==> config.mk <==
export PLATFORM = sky130hd
export DESIGN_NAME = led_fade_ctrl
export DESIGN_NICKNAME = d
export VERILOG_FILES = /design/src/rtl/led_fade_ctrl.sv
export SDC_FILE = /design/constraint.sdc
export NUM_CORES = 1
export LEC_CHECK = 0
export CAP_MARGIN = 25
export CORE_MARGIN = 2
export CORE_UTILIZATION = 30
export DETAILED_ROUTE_END_ITERATION = 10
export DONT_BUFFER_PORTS = 1
export HOLD_SLACK_MARGIN = 0.05
export PLACE_DENSITY = 0.41
export REMOVE_ABC_BUFFERS = 1
export SETUP_SLACK_MARGIN = 0.2
export SLEW_MARGIN = 20
export SYNTH_ARGS = -nofsm -noshare
export SYNTH_HDL_FRONTEND = slang
export SYNTH_SLANG_ARGS = --single-unit
export TNS_END_PERCENT = 10
==> constraint.sdc <==
create_clock -name clk -period 6 [get_ports clk]
set_clock_uncertainty 0.1 [all_clocks]
set_input_delay 0.6 -clock clk [delete_from_list [all_inputs] [get_ports clk]]
set_output_delay 0.6 -clock clk [all_outputs]
set_load 0.05 [all_outputs]
==> src/rtl/led_fade_ctrl.sv <==
// Command-driven RGB fade sequencer feeding the PWM stage (3 LEDs, ms time base).
// Optional registered gamma stage on colour outputs: define LED_FADE_GAMMA_EN.
module led_fade_ctrl #(
    parameter int CLK_FRQ_MHZ = 24,
    parameter int TICK_US     = 1000
) (
    input  logic       clk,
    input  logic       rst,
    input  logic       cmd_valid,
    output logic       cmd_ready,
    input  logic [1:0] cmd_led,
    input  logic [7:0] cmd_red,
    input  logic [7:0] cmd_green,
    input  logic [7:0] cmd_blue,
    input  logic [7:0] cmd_dc,
    input  logic [7:0] cmd_step,
    output logic [7:0] led1_red_value,
    output logic [7:0] led1_green_value,
    output logic [7:0] led1_blue_value,
    output logic [7:0] led2_red_value,
    output logic [7:0] led2_green_value,
    output logic [7:0] led2_blue_value,
    output logic [7:0] led3_red_value,
    output logic [7:0] led3_green_value,
    output logic [7:0] led3_blue_value,
    output logic [7:0] led1_DC_value,
    output logic [7:0] led2_DC_value,
    output logic [7:0] led3_DC_value,
    output logic [2:0] fade_busy,
    output logic       cmd_err
);

    localparam int PRE_N = CLK_FRQ_MHZ * TICK_US;
    localparam int PRE_W = (PRE_N > 1) ? $clog2(PRE_N) : 1;
    localparam logic [PRE_W-1:0] PRE_MAX = PRE_W'(PRE_N - 1);

    localparam logic [0:0] S_IDLE = 1'b0;
    localparam logic [0:0] S_FADE = 1'b1;

    logic [PRE_W-1:0] r_pre;
    logic             r_ready;
    logic             r_err;
    logic             w_tick;
    logic             w_acc;

    logic [2:0][2:0][7:0] w_cur;
    logic [2:0][2:0][7:0] w_out;
    logic [2:0][7:0]      w_dc;

    assign w_tick = (r_pre == PRE_MAX);
    assign w_acc  = cmd_valid & r_ready;

    always_ff @(posedge clk or negedge rst) begin
        if (!rst) begin
            r_pre   <= '0;
            r_ready <= 1'b0;
            r_err   <= 1'b0;
        end else begin
            r_pre   <= w_tick ? '0 : r_pre + 1'b1;
            r_ready <= ~w_acc;
            r_err   <= w_acc & (cmd_led == 2'd3);
        end
    end

    genvar n;
    generate
        for (n = 0; n < 3; n++) begin : g_led
            logic [2:0][7:0] r_cur;
            logic [2:0][7:0] r_tgt;
            logic [2:0][7:0] w_cmd;
            logic [2:0][7:0] w_nxt;
            logic [7:0]      r_step;
            logic [7:0]      r_cnt;
            logic [7:0]      r_dc;
            logic [0:0]      r_state;
            logic            w_sel;
            logic            w_diff;
            logic            w_done;

            assign w_sel = w_acc & (cmd_led == 2'(n));
            assign w_cmd = {cmd_blue, cmd_green, cmd_red};

            always_comb begin
                w_nxt  = r_cur;
                w_diff = 1'b0;
                w_done = 1'b1;
                for (int c = 0; c < 3; c++) begin
                    if (r_cur[c] < r_tgt[c])
                        w_nxt[c] = r_cur[c] + 8'd1;
                    else if (r_cur[c] > r_tgt[c])
                        w_nxt[c] = r_cur[c] - 8'd1;
                    if (w_cmd[c] != r_cur[c])
                        w_diff = 1'b1;
                    if (w_nxt[c] != r_tgt[c])
                        w_done = 1'b0;
                end
            end

            // A fresh accept always restarts the step phase, even on a tick edge.
            always_ff @(posedge clk or negedge rst) begin
                if (!rst) begin
                    r_cur   <= '0;
                    r_tgt   <= '0;
                    r_step  <= '0;
                    r_cnt   <= '0;
                    r_dc    <= '0;
                    r_state <= S_IDLE;
                end else if (w_sel) begin
                    r_tgt  <= w_cmd;
                    r_step <= cmd_step;
                    r_dc   <= cmd_dc;
                    r_cnt  <= '0;
                    if (cmd_step == 8'd0) begin
                        r_cur   <= w_cmd;
                        r_state <= S_IDLE;
                    end else begin
                        r_state <= w_diff ? S_FADE : S_IDLE;
                    end
                end else if (r_state == S_FADE && w_tick) begin
                    if (r_cnt == r_step - 8'd1) begin
                        r_cur <= w_nxt;
                        r_cnt <= '0;
                        if (w_done)
                            r_state <= S_IDLE;
                    end else begin
                        r_cnt <= r_cnt + 8'd1;
                    end
                end
            end

            assign w_cur[n]     = r_cur;
            assign w_dc[n]      = r_dc;
            assign fade_busy[n] = (r_state == S_FADE);
        end
    endgenerate

`ifdef LED_FADE_GAMMA_EN
    function automatic logic [7:0] gamma8(input logic [7:0] v);
        logic [15:0] p;
        p = 16'(v) * 16'(v) + 16'd255;
        return p[15:8];
    endfunction

    logic [2:0][2:0][7:0] r_gam;

    always_ff @(posedge clk or negedge rst) begin
        if (!rst) begin
            r_gam <= '0;
        end else begin
            for (int i = 0; i < 3; i++)
                for (int c = 0; c < 3; c++)
                    r_gam[i][c] <= gamma8(w_cur[i][c]);
        end
    end

    assign w_out = r_gam;
`else
    assign w_out = w_cur;
`endif

    assign cmd_ready        = r_ready;
    assign cmd_err          = r_err;
    assign led1_red_value   = w_out[0][0];
    assign led1_green_value = w_out[0][1];
    assign led1_blue_value  = w_out[0][2];
    assign led2_red_value   = w_out[1][0];
    assign led2_green_value = w_out[1][1];
    assign led2_blue_value  = w_out[1][2];
    assign led3_red_value   = w_out[2][0];
    assign led3_green_value = w_out[2][1];
    assign led3_blue_value  = w_out[2][2];
    assign led1_DC_value    = w_dc[0];
    assign led2_DC_value    = w_dc[1];
    assign led3_DC_value    = w_dc[2];

endmodule

==> metrics.txt, run 1 <==
placed cells=about 2800; part of the power in registers=0.388; Max-Cap Viols=0; H-tree depth=2; area growth from synthesis to layout=11.10%; top post-synthesis cells by area=dfrtp_1 34%, xnor2_1 8.4%, nand2_1 8.2%, ha_1 7.0%, o21ai_0 4.3%; CP max FO=12; Port Buffers=0; die span in x=around 240 microns; status=finished with violations; initial antenna violation count=2; Total Routing Usage GR=0.2067; fin nets=between 2000 and 2500; vias in the first global route=15210; DP Area=0.01791 sq mm; GR Overflow Total=0; Peak VDD IR=a little under 0.0002 V; Vias=around 15000; Tmin final=approximately 4.1 ns; CP Cell Sequence=ha_1, nor2b_1, o211ai_1, a21oi_1, nor2_1, a41oi_1, xnor2_1, nor4_1, nor4b_1, a31oi_1; die area=around 0.060 sq mm; Combinational Power Share=0.340; drt drc=0; max_slew headroom=0.3153; DR iter-0 viols=~900; Clock Sinks=236; RSZ-0062 raised after global routing=no; Sw Pwr=around 0.0036 W; clk buf depth=3; Slowest cell on crit path=dfrtp_1; fin. max-slew vios=0; Cells after Synth=between 2000 and 2500; core region area=0.05748 sq mm; DR WL/cell=between 20 and 25 microns; PnR worst setup slack=around 1.9 ns; final hold vios=236; fin crit share=0.6894; Setup CP Type=register to register; Num CTS Buffers=34; Final setup viols=0; Placement Setup Slack=1.939 ns; initial core utilization=0.3025; sequential fraction of the synthesis area=0.3396; Yosys top cell by area=dfrtp_1; ys async rst share=1.000; CP top delay family=simple AND/OR/NAND/NOR gates; count leader, synth=nand2_1; layout cells sized above 1=0.05451; Net Sw Frac=0.4489; routability cong.=roughly 0.86; register bit count reported by yosys=approximately 240; Unique masters post-synth=76; cell area after synthesis=about 0.017 sq mm; number of iterations in the first detailed-routing pass=5; Primary FF master, synth=dfrtp_1; WHS=-0.3451 ns; I/O pin count=approximately 150; pin count of the biggest net entering global routing=around 240; pwr/cell area=a little over 400 mW/mm^2; CP max stage delay=just under 0.9 ns; CP Capture Type=register; Int Pwr=0.004396 W; CP Launch Type=register; Worst-path clk slew=approximately 0.06 ns; cts hold-fix bufs=23; Detailed Place HPWL=between 40000 and 50000 microns; Mean Syn Cell Area=7.994 sq um; CP arrival=between 4 and 5 ns; num rows=a little under 90; clock share of power=0.272; CTS tree=done; Clk Tree Root Cell=clkbuf_16; leak pwr=just over 8 nW; Critical Path RT=about 6.3 ns; post-route ant nets=0; Vias/cell=around 5.3; Post-synth EDFFs=0; HP Class=primary input to async pin; first-pass GRT wire length=around 96000 microns; final core occ=0.3361; later-pin clock latency in the skew report=0.55 ns; Worst Max-Slew Pin Slew=1.027 ns; post-route insts no fill=roughly 2900; achievable frequency=around 240 MHz; Die H=around 240 microns; list of most frequent post-synthesis cells=382 x nand2_1, 236 x dfrtp_1, 166 x xnor2_1; yosys warns=0; violated checks=hold timing; Crit path buffers/inverters=0; final WL=61910 microns; post-synth top area share=0.3396; design area=around 0.019 sq mm
==> routing by layer <==
metal / vias to the layer above / track usage / wire length [microns]
met1: 7501 / 0.2803 / 28810
met4: 0 / 0.04878 / 1289
li1: 7462 / - / -
met3: 70 / 0.04975 / 3721
met5: - / 0 / 0
met2: 326 / 0.3309 / 28090
==> metrics by stage <==
step                hold WS (ns)  TNS, ns  power, W
finish                   -0.3451        0  0.007976
global route             -0.3749        0  0.008538
CTS                      -0.3814        0  0.008066
detailed placement        0.2187        0  0.005815
global placement          0.2195        0  0.005794
floorplan                 0.2044   -3.580  0.004980
==> cell usage in the layout, fill, tap and decap left out, drive strengths merged, types with 7 or more instances in the layout <==
cell and instances:
a211oi 11, a21boi 8, a21o 18, a21oi 152
a22o 11, a31oi 25, and3 30, buf 18
clkbuf 48, clkinv 7, dfrtp 236, dlygate4sd3 23
ha 97, inv 108, nand2 382, nand2b 13
nand3 64, nand4 48, nor2 117, nor2b 14
nor3 27, nor4 37, o211ai 19, o21a 7
o21ai 165, o22ai 42, o31a 7, o31ai 27
or2 11, or3 16, or4 7, xnor2 166
xor2 67
==> power by group through the flow <==
| stage | clock (W) | sequential [W] | combinational [W] |
|---|---|---|---|
| floorplan | 0 | 0.00291 | 0.00207 |
| global placement | 0 | 0.00312 | 0.00267 |
| detailed placement | 0 | 0.00312 | 0.00269 |
| CTS | 0.00224 | 0.00310 | 0.00273 |
| global route | 0.00229 | 0.00317 | 0.00308 |
| finish | 0.00217 | 0.00309 | 0.00272 |
==> sequential cells by signal, indices dropped and copies added, names as in the netlist <==
signal / count
g_led.r_tgt: 72
g_led.r_cnt: 24
g_led.r_step: 24
r_pre: 15
led1_DC_value: 8
led1_blue_value: 8
led1_green_value: 8
led1_red_value: 8
led2_DC_value: 8
led2_blue_value: 8
led2_green_value: 8
led2_red_value: 8
led3_DC_value: 8
led3_blue_value: 8
led3_green_value: 8
led3_red_value: 8
g_led.r_state: 3
cmd_err: 1
cmd_ready: 1
==> worst paths after layout <==
kind	startpoint	end	slack, ns	depth (start not counted)
setup / recovery	led2_red_value[1]$_DFFE_PN0P_	g_led[1].r_state$_DFFE_PN0P_	1.86	10
hold / removal	rst	led1_blue_value[3]$_DFFE_PN0P_	-0.35	0
setup reg to reg	led2_red_value[1]$_DFFE_PN0P_	g_led[1].r_state$_DFFE_PN0P_	1.86	10
hold reg to reg	r_pre[0]$_DFF_PN0_	r_pre[0]$_DFF_PN0_	0.38	1
max in group asynchronous	rst	g_led[1].r_tgt[3]$_DFFE_PN0P_	5.66	0
min in group clk	cmd_blue[7]	g_led[2].r_tgt[23]$_DFFE_PN0P_	0.08	2
==> what timing repair did <==
action                                 CTS  global route
endpoints found under the hold margin  283           236
setup endpoints to repair                0             0
setup buffers                            0             0
gates resized for setup                  0             0
==> cell families (layout without fill, tap and decap cells) <==
group	after synthesis	count (layout)	share of synthesized area
adders and majority gates	97	97	0.06980
other	0	2	0
DFF	236	236	0.3396
AOI/OAI and AO/OA	548	548	0.1954
xor gates and xnor gates	233	233	0.1174
buffers and inverters	257	210	0.05857
and+or+nand+nor	795	795	0.2138
muxes	9	9	0.005397
==> final cells by class <==
class | count | area (sq um)
timing repair buffer | 41 | 365.4
inverter | 108 | 405.4
sequential | 236 | 5906
fill | 6040 | 38160
multi-input combinational | 1682 | 10500
antenna | 2 | 5.005
clock inverter | 13 | 170.2
clock buffer | 48 | 1007
tap | 765 | 957.2
No activity file was read; power rests on OpenSTA's default activity.
==> run 2: changes to the inputs <==
--- a/config.mk
+++ b/config.mk
@@ -11,7 +11,7 @@
 export DETAILED_ROUTE_END_ITERATION = 10
 export DONT_BUFFER_PORTS = 1
 export HOLD_SLACK_MARGIN = 0.05
-export PLACE_DENSITY = 0.41
+export PLACE_DENSITY = 0.42
 export REMOVE_ABC_BUFFERS = 1
 export SETUP_SLACK_MARGIN = 0.2
 export SLEW_MARGIN = 20
==> constraint.sdc (replaced) <==
create_clock -name clk -period 3.4 [get_ports clk]
set_clock_uncertainty 0.1 [all_clocks]
set_input_delay 0.34 -clock clk [delete_from_list [all_inputs] [get_ports clk]]
set_output_delay 0.34 -clock clk [all_outputs]
set_load 0.05 [all_outputs]
==> run 2 against run 1 <==
  * The run still ends with hold timing left
  * Count of clock-buffer cells in the layout is 3 higher
  * Cell count increased by 4.5%
  * Clock power increased by 81%
  * Non-clock buffer count up 131
  * Sequential power grew 29%
  * Largest cell class unchanged
  * Largest power group is now combinational cells
==> metrics.txt, run 2 (synthesis gave the netlist of run 1 again) <==
biggest regs=g_led.r_tgt: 72 flops, g_led.r_cnt: 24 flops, g_led.r_step: 24 flops; CP Capture Type=register; Slowest cell on crit path=or4b_4; reg-to-reg critical path endpoint=g_led[1].r_state$_DFFE_PN0P_; Final setup viols=0; clk buf depth=3; CP Cell Sequence=ha_1, nor2b_1, o211ai_1, a31oi_2, a211oi_2, or4b_4, a2111oi_4, nand4_1, nor4_2, a31oi_1; pwr/cell area=between 700 and 800 mW/mm^2; Critical Path Sink=g_led[1].r_state$_DFFE_PN0P_; R2R Setup Slk=approximately 0.29 ns; status=finished with violations; RSZ-0062 raised after global routing=yes; fin. max-slew vios=0; violated checks=hold timing; drt drc=0; Top reg by flops=g_led.r_tgt; CP startpoint=led2_green_value[1]$_DFFE_PN0P_; DR WL/cell=~23 microns; Peak VDD IR=around 0.00032 V; H-tree depth=2; vias in the first global route=approximately 16000; fin crit share=0.9147; Crit path buffers/inverters=0; HP Class=primary input to async pin; placed cells=around 2900; final hold vios=around 240; most common cell after layout, fill and taps aside=nand2_1; pin count of the biggest net entering global routing=~240; fin nets=2377; achievable frequency=321.5 MHz; Clk Tree Root Cell=clkbuf_16; PnR worst setup slack=just under 0.3 ns; R2R depth=10; initial antenna violation count=5; num rows=88; first-pass GRT wire length=about 100000 microns; Num CTS Buffers=35; die span in x=244.8 microns; leak pwr=between 8 and 9 nW; core region area=roughly 0.057 sq mm; area growth from synthesis to layout=19.03%; Vias=between 15000 and 20000; Setup CP Type=register to register; max_slew headroom=0.3485; post-route insts no fill=3026; later-pin clock latency in the skew report=around 0.56 ns; FF-to-FF Start=led2_green_value[1]$_DFFE_PN0P_; routability cong.=between 0.8 and 0.9; initial core utilization=0.3025; most frequent cells in the layout=380 x nand2_1, 235 x dfrtp_1, 164 x xnor2_1, 147 x o21ai_0, 133 x a21oi_1; number of iterations in the first detailed-routing pass=7; Tmin final=a little over 3 ns; Die H=~240 microns; Worst Max-Slew Pin Slew=just under 1 ns; die area=about 0.06 sq mm; CTS tree=done; DR iter-0 viols=between 1000 and 1500; CP Launch Type=register; Placement Setup Slack=0.06606 ns; WHS=-0.6083 ns; layout cells sized above 1=0.1168; Port Buffers=0; final WL=68150 microns; setup_tns=0 ns; Total Routing Usage GR=0.2258; Vias/cell=5.318; post-route ant nets=0; Max-Cap Viols=0; WP depth=10; GR Overflow Total=0; Clock Sinks=between 200 and 250; cts hold-fix bufs=43; CP arrival=between 3 and 4 ns; max reg flops=just over 70; Worst-path clk slew=0.06 ns; CP top delay family=compound AO/OA/AOI/OAI gates; I/O pin count=~150; CP max stage delay=approximately 0.5 ns; CP max FO=4; Critical Path RT=3.72 ns; Detailed Place HPWL=approximately 44000 microns
==> run 2: cell types whose count changed in the layout (fill, tap and decap cells not counted), sizes merged <==
| cell | change |
|---|---|
| diode | -1 |
| buf | +109 |
| clkinv | -4 |
| inv | +4 |
| clkbuf | +5 |
| clkinvlp | -2 |
| dlygate4sd3 | +20 |
==> run 2: area by class of cell <==
class	count	area (sq um)
flip-flops and latches	236	5907
inverters	108	405.4
multi-input cells	1682	10700
repair buffers	172	1509
clock inverters	11	170.2
diodes	1	2.502
clock buffers	51	1046
fillers	6003	36780
well taps	765	957.2
==> run 2: stage by stage <==
| stage | instance area (sq um) | power [W] | util |
|---|---|---|---|
| 2_1_floorplan | 16770 | 0.008787 | - |
| 3_3_place_gp | 18750 | 0.01072 | 0.3263 |
| 3_5_place_dp | 18750 | 0.01074 | 0.3263 |
| 4_1_cts | 20410 | 0.01489 | 0.3552 |
| 5_1_grt | 20690 | 0.01592 | 0.3600 |
| 6_report | 20700 | 0.01490 | 0.3601 |
==> run 2: worst register-to-register path, cell delays in order (launching register included) <==
cell       delay, ns
dfrtp_1         0.38
ha_1            0.31
nor2b_1         0.13
o211ai_1        0.33
a31oi_2         0.21
a211oi_2        0.28
or4b_4          0.50
a2111oi_4       0.20
nand4_1         0.15
nor4_2          0.28
a31oi_1         0.11
==> run 2: what timing repair did <==
item                       4_1_cts  5_1_grt
resized for setup                2       47
gates cloned                     0        2
setup endpoints to repair       15       42
hold endpoints to repair       429      236
pin swaps                        0       12
setup buffers                    1        5
==> run 2: where the power goes <==
part	internal, W	total [W]	switching [W]
Sequential	0.00335	0.00399	0.000648
Clock	0.00244	0.00392	0.00148
Combinational	0.00251	0.00699	0.00448
==> run 2: worst min-delay path by stage <==
stage | depth (start not counted) | to | slack (ns)
5_1_grt | 0 | led1_blue_value[3]$_DFFE_PN0P_ | -0.64
4_1_cts | 0 | led1_blue_value[3]$_DFFE_PN0P_ | -0.63
3_3_place_gp | 0 | led1_blue_value[3]$_DFFE_PN0P_ | -0.04
2_1_floorplan | 0 | cmd_err$_DFF_PN0_ | -0.06
3_5_place_dp | 0 | led1_blue_value[3]$_DFFE_PN0P_ | -0.04
6_report | 0 | g_led[0].r_tgt[18]$_DFFE_PN0P_ | -0.61
==> run 2: layer usage <==
layer / up-vias / track usage / routed length [microns]
met5: - / 0 / 0
met4: 0 / 0.08734 / 2640
met3: 108 / 0.05795 / 4959
met2: 422 / 0.3520 / 30300
met1: 7821 / 0.2987 / 30250
li1: 7740 / - / -
==> run 3: changes to the inputs <==
--- a/config.mk
+++ b/config.mk
@@ -6,12 +6,14 @@
 export NUM_CORES = 1
 export LEC_CHECK = 0
 export CAP_MARGIN = 25
+export CELL_PAD_IN_SITES_DETAIL_PLACEMENT = 0
+export CELL_PAD_IN_SITES_GLOBAL_PLACEMENT = 1
 export CORE_MARGIN = 2
 export CORE_UTILIZATION = 30
 export DETAILED_ROUTE_END_ITERATION = 10
 export DONT_BUFFER_PORTS = 1
 export HOLD_SLACK_MARGIN = 0.05
-export PLACE_DENSITY = 0.42
+export PLACE_DENSITY = 0.53
 export REMOVE_ABC_BUFFERS = 1
 export SETUP_SLACK_MARGIN = 0.2
 export SLEW_MARGIN = 20
==> run 3 against run 2 <==
  * The flow still finishes with violations (hold timing)
  * Design area barely moved
  * Largest power group unchanged
  * Register-to-register slack got worse by 0.13 ns
  * Clock power decreased by 7.7%
  * Sequential share of layout area is essentially flat
  * Cell count is 0.36% higher
  * Critical path type unchanged
  * Total power is 1.5% lower
  * Combinational power increased by 1%
  * Utilization about the same
  * Non-clock buffer count up 11
  * Critical path depth up 1
  * Critical endpoint unchanged
==> metrics.txt, run 3 (synthesis gave the netlist of run 1 again) <==
HP Class=primary input to async pin; CP startpoint=g_led[1].r_tgt[9]$_DFFE_PN0P_; Clk Tree Root Cell=clkbuf_16; drt drc=0; fill cell count=6081; final WL=roughly 70000 microns; Port Buffers=0; Slowest cell on crit path=or4b_4; final core occ=0.3600; FF-to-FF Start=g_led[1].r_tgt[9]$_DFFE_PN0P_; met3 usage=0.05456; CTS tree=done; Power, Total=between 0.01 and 0.015 W; CP max stage delay=0.51 ns; Detailed Place HPWL=roughly 45000 microns; final hold vios=between 200 and 250; CP max FO=4; Total Routing Usage GR=0.2313; Setup CP Type=register to register; initial core utilization=0.3025; post-route ant nets=0; Tmin final=roughly 3.2 ns; routability cong.=about 0.84; design area=0.02069 sq mm; CP Launch Type=register; CP Capture Type=register; later-pin clock latency in the skew report=roughly 0.56 ns; die area=0.05990 sq mm; gr busiest metal=met2; violated checks=hold timing; core region area=0.05748 sq mm; number of iterations in the first detailed-routing pass=5; biggest regs=g_led.r_tgt: 72 flops, g_led.r_cnt: 24 flops, g_led.r_step: 24 flops; achievable frequency=approximately 300 MHz; fin. max-slew vios=0; pwr/cell area=roughly 700 mW/mm^2; cts hold-fix bufs=43; Final setup viols=0; grt met1 use=0.3064; layout cells sized above 1=0.1224; fin crit share=0.9524; diode count=0; leak pwr=between 8 and 9 nW; CP arrival=3.56 ns; max_slew headroom=0.3624; Vias=between 15000 and 20000; die span in x=around 240 microns; DR WL/cell=roughly 23 microns; first-pass GRT wire length=~100000 microns; area growth from synthesis to layout=18.99%; max reg flops=72; clk buf depth=3; WHS=-0.6202 ns; most frequent cells in the layout=379 x nand2_1, 236 x dfrtp_1, 166 x xnor2_1, 147 x o21ai_0; Num CTS Buffers=35; GR Overflow Total=0; Worst Max-Slew Pin Slew=0.9565 ns; Vias/cell=between 5 and 6; initial antenna violation count=7; DP Area=around 0.019 sq mm; Peak VDD IR=around 0.00034 V; met2 GRT Util=0.3704; CP Cell Sequence=inv_2, ha_4, nor2b_4, o211ai_1, a31oi_2, a211oi_2, or4b_4, a2111oi_4, nand4_1, nor4_2, a31oi_1; most common cell after layout, fill and taps aside=nand2_1; DR iter-0 viols=1304; H-tree depth=2; fin nets=2388; Top reg by flops=g_led.r_tgt; num rows=88; RSZ-0062 raised after global routing=yes; Die H=244.8 microns; status=finished with violations; Max-Cap Viols=0; I/O pin count=around 150; Worst-path clk slew=0.06 ns; Clock Sinks=roughly 240; Critical Path RT=3.72 ns; pin count of the biggest net entering global routing=around 240; vias in the first global route=between 15000 and 20000
-- run 3: report_power, final --
part / internal [W] / switching (W)
logic: 0.00252 / 0.00453
registers: 0.00334 / 0.000654
clock network: 0.00213 / 0.00149
total: 0.00800 / 0.00668
-- run 3: critical path, delay by kind of cell (launching register included) --
family / cells / cell delay [ns]
compound gates: 5 / 1.29
buf+inv: 1 / 0.08
flops: 1 / 0.40
fa+ha+maj: 1 / 0.19
simple gates: 4 / 1.04
-- run 3: per-layer routing --
| layer | up-vias | share of wire |
|---|---|---|
| li1 | 7770 | - |
| met1 | 7927 | 0.44 |
| met2 | 434 | 0.45 |
| met3 | 95 | 0.069 |
| met4 | 0 | 0.032 |
| met5 | - | 0 |
-- run 3: final cells by class --
| cell class | instances | area, sq um | area share |
|---|---|---|---|
| multi-input combinational | 1682 | 10760 | 0.5203 |
| sequential | 236 | 5906 | 0.2854 |
| timing repair buffer | 183 | 1550 | 0.07493 |
| clock buffer | 49 | 998.5 | 0.04826 |
| tap | 765 | 957.2 | 0.04626 |
| inverter | 108 | 405.4 | 0.01959 |
| clock inverter | 14 | 108.9 | 0.005261 |
-- run 3: what timing repair did --
item                                    4_1_cts  5_1_grt
resized for setup                            21       40
hold endpoints to repair                    429      236
buffers inserted                              3        8
pin swaps                                     4       24
endpoints found under the setup margin        9       29
cloned                                        1        0
-- run 3: final timing paths --
kind,endpoint,slack (ns),depth (start not counted)
min in group clk,led3_DC_value[1]$_DFFE_PN0P_,0.13,4
worst max register to register,g_led[1].r_state$_DFFE_PN0P_,0.16,11
max in group asynchronous,g_led[1].r_tgt[0]$_DFFE_PN0P_,3.37,0
worst min-delay path,led1_blue_value[2]$_DFFE_PN0P_,-0.62,0
worst max-delay path,g_led[1].r_state$_DFFE_PN0P_,0.16,11
worst min register to register,r_pre[4]$_DFF_PN0_,0.37,1
-- run 3: through the flow --
| step | setup TNS, ns | instances | setup WS (ns) |
|---|---|---|---|
| final | 0 | 3037 | 0.1618 |
| after global routing | -0.01921 | 3037 | -0.01402 |
| after CTS | 0 | 3029 | 0.1799 |
| after detailed placement | -0.01388 | 2919 | -0.01388 |
| after global placement | 0 | 2919 | 0.04516 |
| after floorplan | -361.25 | 2026 | -2.831 |
